===== src/rtl/sub16_serial_pkg.sv =====
// Shared constants, FSM encoding and flag bundle for the bit-serial subtractor.
package sub16_serial_pkg;

  localparam int DEF_WIDTH = 16;
  localparam int DEF_CNT_W = 5;

  typedef enum logic [1:0] {
    ST_IDLE = 2'd0,
    ST_RUN  = 2'd1,
    ST_DONE = 2'd2
  } state_e;

  typedef struct packed {
    logic borrow;
    logic overflow;
    logic negative;
    logic zero;
  } flags_t;

  // Signed overflow of a - b: operands of opposite sign and the result sign differs from a.
  function automatic logic sub_overflow(input logic a_msb, input logic b_msb, input logic r_msb);
    return (a_msb != b_msb) && (r_msb != a_msb);
  endfunction

endpackage


===== src/rtl/sub16_serial_if.sv =====
// Start/busy/done request bus of the serial subtractor; master issues operands, slave returns result and flags.
interface sub16_serial_if
  import sub16_serial_pkg::*;
#(
  parameter int WIDTH = DEF_WIDTH
);
  logic             start;
  logic [WIDTH-1:0] a;
  logic [WIDTH-1:0] b;
  logic             busy;
  logic             done;
  logic [WIDTH-1:0] result;
  logic             borrow;
  logic             overflow;
  logic             negative;
  logic             zero;

  modport master (
    output start, a, b,
    input  busy, done, result, borrow, overflow, negative, zero
  );

  modport slave (
    input  start, a, b,
    output busy, done, result, borrow, overflow, negative, zero
  );
endinterface


===== src/rtl/sub16_serial_full_subtractor.sv =====
// One-bit full subtractor cell (d = x - y - bin) built from gate primitives; purely combinational.
module sub16_serial_full_subtractor (
  input  wire x_i,
  input  wire y_i,
  input  wire bin_i,
  output wire d_o,
  output wire bout_o
);
  wire x_xor_y;
  wire x_n;
  wire xnor_xy;
  wire brw_gen;
  wire brw_prop;

  xor g_x0 (x_xor_y, x_i, y_i);
  xor g_x1 (d_o, x_xor_y, bin_i);
  not g_n0 (x_n, x_i);
  and g_a0 (brw_gen, x_n, y_i);
  not g_n1 (xnor_xy, x_xor_y);
  and g_a1 (brw_prop, xnor_xy, bin_i);
  or  g_o0 (bout_o, brw_gen, brw_prop);
endmodule


===== src/rtl/sub16_serial.sv =====
// Bit-serial a - b, LSB first; done pulses 16 clocks after the accepted start.
// start is only accepted in IDLE or DONE; requests while busy are dropped.
module sub16_serial
  import sub16_serial_pkg::*;
#(
  parameter int WIDTH = DEF_WIDTH,
  parameter int CNT_W = DEF_CNT_W
) (
  input  logic           clk,
  input  logic           reset,
  sub16_serial_if.slave  bus
);

  state_e           state_q;
  logic [WIDTH-1:0] a_q;
  logic [WIDTH-1:0] b_q;
  logic [WIDTH-1:0] res_q;
  logic [WIDTH-1:0] res_d;
  logic [WIDTH-1:0] result_q;
  logic [CNT_W-1:0] cnt_q;
  logic             brw_q;
  logic             brw_d;
  logic             diff_bit;
  logic             a_msb_q;
  logic             b_msb_q;
  logic             last_bit;
  logic             busy_q;
  logic             done_q;
  flags_t           flags_q;
  flags_t           flags_d;

  sub16_serial_full_subtractor u_fsub (
    .x_i    (a_q[0]),
    .y_i    (b_q[0]),
    .bin_i  (brw_q),
    .d_o    (diff_bit),
    .bout_o (brw_d)
  );

  // Each new difference bit enters at the MSB so the LSB lands at bit 0 after WIDTH shifts.
  always_comb begin
    res_d            = {diff_bit, res_q[WIDTH-1:1]};
    last_bit         = (cnt_q == CNT_W'(WIDTH - 1));
    flags_d.borrow   = brw_d;
    flags_d.overflow = sub_overflow(a_msb_q, b_msb_q, res_d[WIDTH-1]);
    flags_d.negative = res_d[WIDTH-1];
    flags_d.zero     = (res_d == '0);
  end

  always_ff @(posedge clk) begin
    if (reset) begin
      state_q  <= ST_IDLE;
      a_q      <= '0;
      b_q      <= '0;
      res_q    <= '0;
      result_q <= '0;
      cnt_q    <= '0;
      brw_q    <= 1'b0;
      a_msb_q  <= 1'b0;
      b_msb_q  <= 1'b0;
      busy_q   <= 1'b0;
      done_q   <= 1'b0;
      flags_q  <= '0;
    end else begin
      case (state_q)
        ST_IDLE, ST_DONE: begin
          done_q <= 1'b0;
          if (bus.start) begin
            a_q     <= bus.a;
            b_q     <= bus.b;
            a_msb_q <= bus.a[WIDTH-1];
            b_msb_q <= bus.b[WIDTH-1];
            brw_q   <= 1'b0;
            cnt_q   <= '0;
            busy_q  <= 1'b1;
            state_q <= ST_RUN;
          end else begin
            state_q <= ST_IDLE;
          end
        end
        ST_RUN: begin
          res_q <= res_d;
          brw_q <= brw_d;
          a_q   <= a_q >> 1;
          b_q   <= b_q >> 1;
          cnt_q <= cnt_q + CNT_W'(1);
          if (last_bit) begin
            state_q  <= ST_DONE;
            busy_q   <= 1'b0;
            done_q   <= 1'b1;
            result_q <= res_d;
            flags_q  <= flags_d;
          end
        end
        default: state_q <= ST_IDLE;
      endcase
    end
  end

  assign bus.busy     = busy_q;
  assign bus.done     = done_q;
  assign bus.result   = result_q;
  assign bus.borrow   = flags_q.borrow;
  assign bus.overflow = flags_q.overflow;
  assign bus.negative = flags_q.negative;
  assign bus.zero     = flags_q.zero;

endmodule


===== src/flat_wrapper.sv =====
// flat-port wrapper written by rule: the top's interface ports become plain ports
module sub16_serial_flat import sub16_serial_pkg::*;
#(
  parameter int WIDTH = DEF_WIDTH,
  parameter int CNT_W = DEF_CNT_W
)
  (clk, reset, bus_start, bus_a, bus_b, bus_busy, bus_done, bus_result, bus_borrow, bus_overflow, bus_negative, bus_zero);
  sub16_serial_if #(.WIDTH(WIDTH)) bus_i ();
  input  logic clk;
  input  logic reset;
  input wire logic [$bits(bus_i.start)-1:0] bus_start;
  input wire logic [$bits(bus_i.a)-1:0] bus_a;
  input wire logic [$bits(bus_i.b)-1:0] bus_b;
  output wire logic [$bits(bus_i.busy)-1:0] bus_busy;
  output wire logic [$bits(bus_i.done)-1:0] bus_done;
  output wire logic [$bits(bus_i.result)-1:0] bus_result;
  output wire logic [$bits(bus_i.borrow)-1:0] bus_borrow;
  output wire logic [$bits(bus_i.overflow)-1:0] bus_overflow;
  output wire logic [$bits(bus_i.negative)-1:0] bus_negative;
  output wire logic [$bits(bus_i.zero)-1:0] bus_zero;
  assign bus_i.start = bus_start;
  assign bus_i.a = bus_a;
  assign bus_i.b = bus_b;
  assign bus_busy = bus_i.busy;
  assign bus_done = bus_i.done;
  assign bus_result = bus_i.result;
  assign bus_borrow = bus_i.borrow;
  assign bus_overflow = bus_i.overflow;
  assign bus_negative = bus_i.negative;
  assign bus_zero = bus_i.zero;
  sub16_serial #(.WIDTH(WIDTH), .CNT_W(CNT_W)) u_core (.clk(clk), .reset(reset), .bus(bus_i));
endmodule

===== config.mk =====
export PLATFORM = sky130hd
export DESIGN_NAME = sub16_serial_flat
export DESIGN_NICKNAME = d
export VERILOG_FILES = /design/src/rtl/sub16_serial_pkg.sv /design/src/rtl/sub16_serial_if.sv /design/src/rtl/sub16_serial_full_subtractor.sv /design/src/rtl/sub16_serial.sv /design/src/flat_wrapper.sv
export SDC_FILE = /design/constraint.sdc
export NUM_CORES = 1
export LEC_CHECK = 0
export CAP_MARGIN = 5
export CORE_MARGIN = 8
export CORE_UTILIZATION = 38
export DETAILED_ROUTE_END_ITERATION = 7
export GPL_TIMING_DRIVEN = 1
export PLACE_DENSITY_LB_ADDON = 0.25
export SLEW_MARGIN = 20
export SYNTH_ARGS = -nofsm -noshare
export SYNTH_HDL_FRONTEND = slang
export SYNTH_SLANG_ARGS = --single-unit

===== constraint.sdc =====
create_clock -name clk -period 2.1 [get_ports clk]
set_input_delay 0.525 -clock clk [delete_from_list [all_inputs] [get_ports clk]]
set_output_delay 0.525 -clock clk [all_outputs]
set_load 0.01 [all_outputs]

==> key figures <==
Drt
  • Final antenna-violating net count: 0
  • Remaining DRCs: 0
  • 1st-iter DRT viols: 210
  • Vias per std cell: 4.99
  • Drt wl/cell: between 10 and 15 um
  • Routed vias: between 2000 and 3000
  • Final wirelength: 6770 um
  • Drt first pass iters: 4

Power and ir drop
  • Seq pwr share: between 40% and 50%
  • Power share of the clock group: 42.8%
  • Total power: approximately 3.3 mW
  • Internal: 2.48 mW
  • Switching share of total power: 24.0%
  • Peak supply drop: about 0.46 mV
  • LEAKAGE: around 1.3 nW
  • Power density cells: 835 nW/um2
  • Combinational power share: 9.3%
  • Net Sw Power: a little under 0.8 mW

STA
  • Fin. max-slew vios: 0
  • Final worst slack: about 300 ps
  • Final setup vio count: 0
  • Minimum clock period: ~1800 ps
  • Fin Clk Skew: 9.55 ps
  • Worst-Margin Slew: 741 ps
  • Setup TNS: 0 ps
  • Fin crit share: between 80% and 90%
  • Worst rel slew slack: between 50% and 60%
  • Endpoints failing hold: 0
  • Peak Freq: 556 MHz
  • RSZ-0062 raised after global routing: no

Die
  • Die width: roughly 110 um
  • Die Y: 105 um
  • Starting density of the core: 39.2%
  • IO Count: 57
  • Row count: 32
  • Area of the die: roughly 11000 um2
  • CORE AREA: ~7700 um2

Worst setup path
  • WP buf/inv: 1
  • R2R Setup Slk: 400 ps
  • Crit path largest cell delay: between 500 and 600 ps
  • Top Family by Delay on Critical Path: buffers and inverters
  • CP Capture Type: output pin
  • Max FO, Critical Path: 3
  • Worst EP arrival: between 1000 and 1500 ps
  • Slowest CP cell: clkdlybuf4s50_1
  • Crit path kind: register to output pin
  • Crit path cell chain: clkdlybuf4s50_1
  • CP Data Required Time: 1570 ps
  • CP startpoint kind: register

Final layout
  • Most frequent cells in the layout: nand2_1, dfxtp_1, a21oi_1, clkdlybuf4s50_1, a22oi_1
  • Diode count: 0
  • Fraction of layout cells with a size suffix above 1: roughly a tenth
  • Fillcell total: around 760
  • Commonest non-fill, non-tap cell in the layout: nand2_1
  • P&R area growth vs syn: 29.9%
  • Final #Nets: about 440

Placed design
  • Post-Place Setup Slack: roughly 98 ps
  • Dpl hpwl: 4680 um
  • GPL Wtd Cong: around 0.75
  • Input/output buffers: 56

Clock network
  • Root Buffer: clkbuf_8
  • Hold_buf cts: 0
  • Max Root-Sink Buffers: 2
  • CTS tree: yes
  • Worst skew pair latency: about 350 ps
  • CTS sink cnt: 78
  • Post-CTS Setup Inserts: 0
  • CTS clock-pin slew for the worst setup and hold paths: 90 ps
  • Post-CTS sizing: 0
  • CTS H-tree lvls: 3
  • CTS buffer count: 9

Synthesis
  • Synth area leader: dfxtp_1
  • Yosys reg bits: 78
  • Cell variety after synth: 28
  • Syn nets: roughly 390
  • Share of the synthesized area in the top cell type: 51.8%
  • Mapped Area: 3010 um2
  • Synthesized instance count: approximately 360
  • Yosys Warn Count: 0
  • Post-Syn Area per Cell: 8.46 um2
  • Register area share after synthesis: 51.8%
  • Largest cells by area after synthesis: dfxtp_1, nand2_1, a21oi_1, a22oi_1, a21oi_2

GRT
  • First-pass GRT wire length: approximately 12000 um
  • Largest net degree at the start of global routing: 35
  • Vias in the first global route: around 2600
  • Residual overflow from global routing: 0
  • Gr usage total: roughly an eighth
  • Antenna violations before repair: 0

Status
  • Status: finished, final reports clean

Flow run
  • Max-cap violations: 0

Worst hold path
  • Min-delay worst type: register to register
## stage by stage
stage / std cells / hold slack, ps / instance area, um2 / util (%)
global placement: 495 / 442 / 3660 / 47.6
global route: 511 / 475 / 3910 / 50.9
CTS: 511 / 458 / 3910 / 50.9
floorplan: 356 / 436 / 3010 / -
detailed placement: 495 / 446 / 3660 / 47.6
finish: 511 / 455 / 3910 / 50.9
## layout make-up
class | count | area [um2] | share of cell area (%)
Sequential cell | 78 | 1560 | 39.9
Tap cell | 102 | 128 | 3.26
Clock buffer | 9 | 124 | 3.17
Inverter | 3 | 11.3 | 0.288
Multi-Input combinational cell | 246 | 1280 | 32.7
Clock inverter | 7 | 128 | 3.26
Timing Repair Buffer | 66 | 681 | 17.4
## worst paths after layout
check                                           end  depth (start not counted)                         startpoint
hold / removal    u_core.bus.result[0]$_SDFFE_PP0P_                          2  u_core.bus.result[0]$_SDFFE_PP0P_
setup reg to reg       u_core.bus.busy$_SDFFE_PP0P_                          5     u_core.state_q[0]$_SDFFE_PP0N_
hold reg to reg   u_core.bus.result[0]$_SDFFE_PP0P_                          2  u_core.bus.result[0]$_SDFFE_PP0P_
setup / recovery                       bus_negative                          1   u_core.bus.negative$_SDFFE_PP0P_
## state kept, by name, indices dropped and copies added, names as in the netlist
signal,count
u_core.a_q,16
u_core.state_q,2
u_core.b_q,16
u_core.bus.overflow,1
u_core.b_msb_q,1
u_core.bus.borrow,1
u_core.res_q,15
u_core.bus.done,1
u_core.brw_q,1
u_core.bus.busy,1
u_core.a_msb_q,1
u_core.cnt_q,5
u_core.bus.result,15
u_core.bus.zero,1
u_core.bus.negative,1
## power by group through the flow
| stage | Combinational, mW | Clock [mW] | Sequential [mW] |
|---|---|---|---|
| global placement | 0.305 | 0 | 1.60 |
| CTS | 0.308 | 1.43 | 1.56 |
| floorplan | 0.189 | 0 | 1.59 |
| finish | 0.305 | 1.40 | 1.56 |
| detailed placement | 0.308 | 0 | 1.60 |
| global route | 0.339 | 1.49 | 1.57 |
## cells by family after synthesis
| group | count (synthesis) | share of synthesized area (%) |
|---|---|---|
| AOI/OAI and AO/OA | 106 | 21.7 |
| buffers and inverters | 32 | 5.81 |
| DFF | 78 | 51.8 |
| muxes | 1 | 0.374 |
| adders and majority gates | 3 | 1.49 |
| and+or+nand+nor | 136 | 18.8 |
## layer usage
metal | up-vias | track usage (%) | part of all wire, %
met1 | 1175 | 16.3 | 48
met2 | 65 | 19.6 | 45
met5 | - | 0 | 0
met3 | 10 | 3.69 | 5.5
met4 | 0 | 5.81 | 1.5
li1 | 1298 | - | -
## synthesized netlist by cell type
library cell	count
a21oi_1	61
o21ai_0	1
a21oi_2	10
a211oi_1	2
buf_1	1
o31ai_1	1
clkbuf_1	9
buf_4	5
mux2_2	1
a22oi_1	31
nor3_1	1
buf_6	3
nand4_1	2
and3_1	1
nor2b_1	1
nand3b_1	2
nand2b_1	2
and2_1	1
dfxtp_1	78
nor2_1	18
nor2_8	1
fa_1	1
nor4_1	4
buf_2	11
and2b_1	1
nand2_1	102
ha_1	2
inv_1	3
Note: power is estimated with default switching activity, not from simulation.
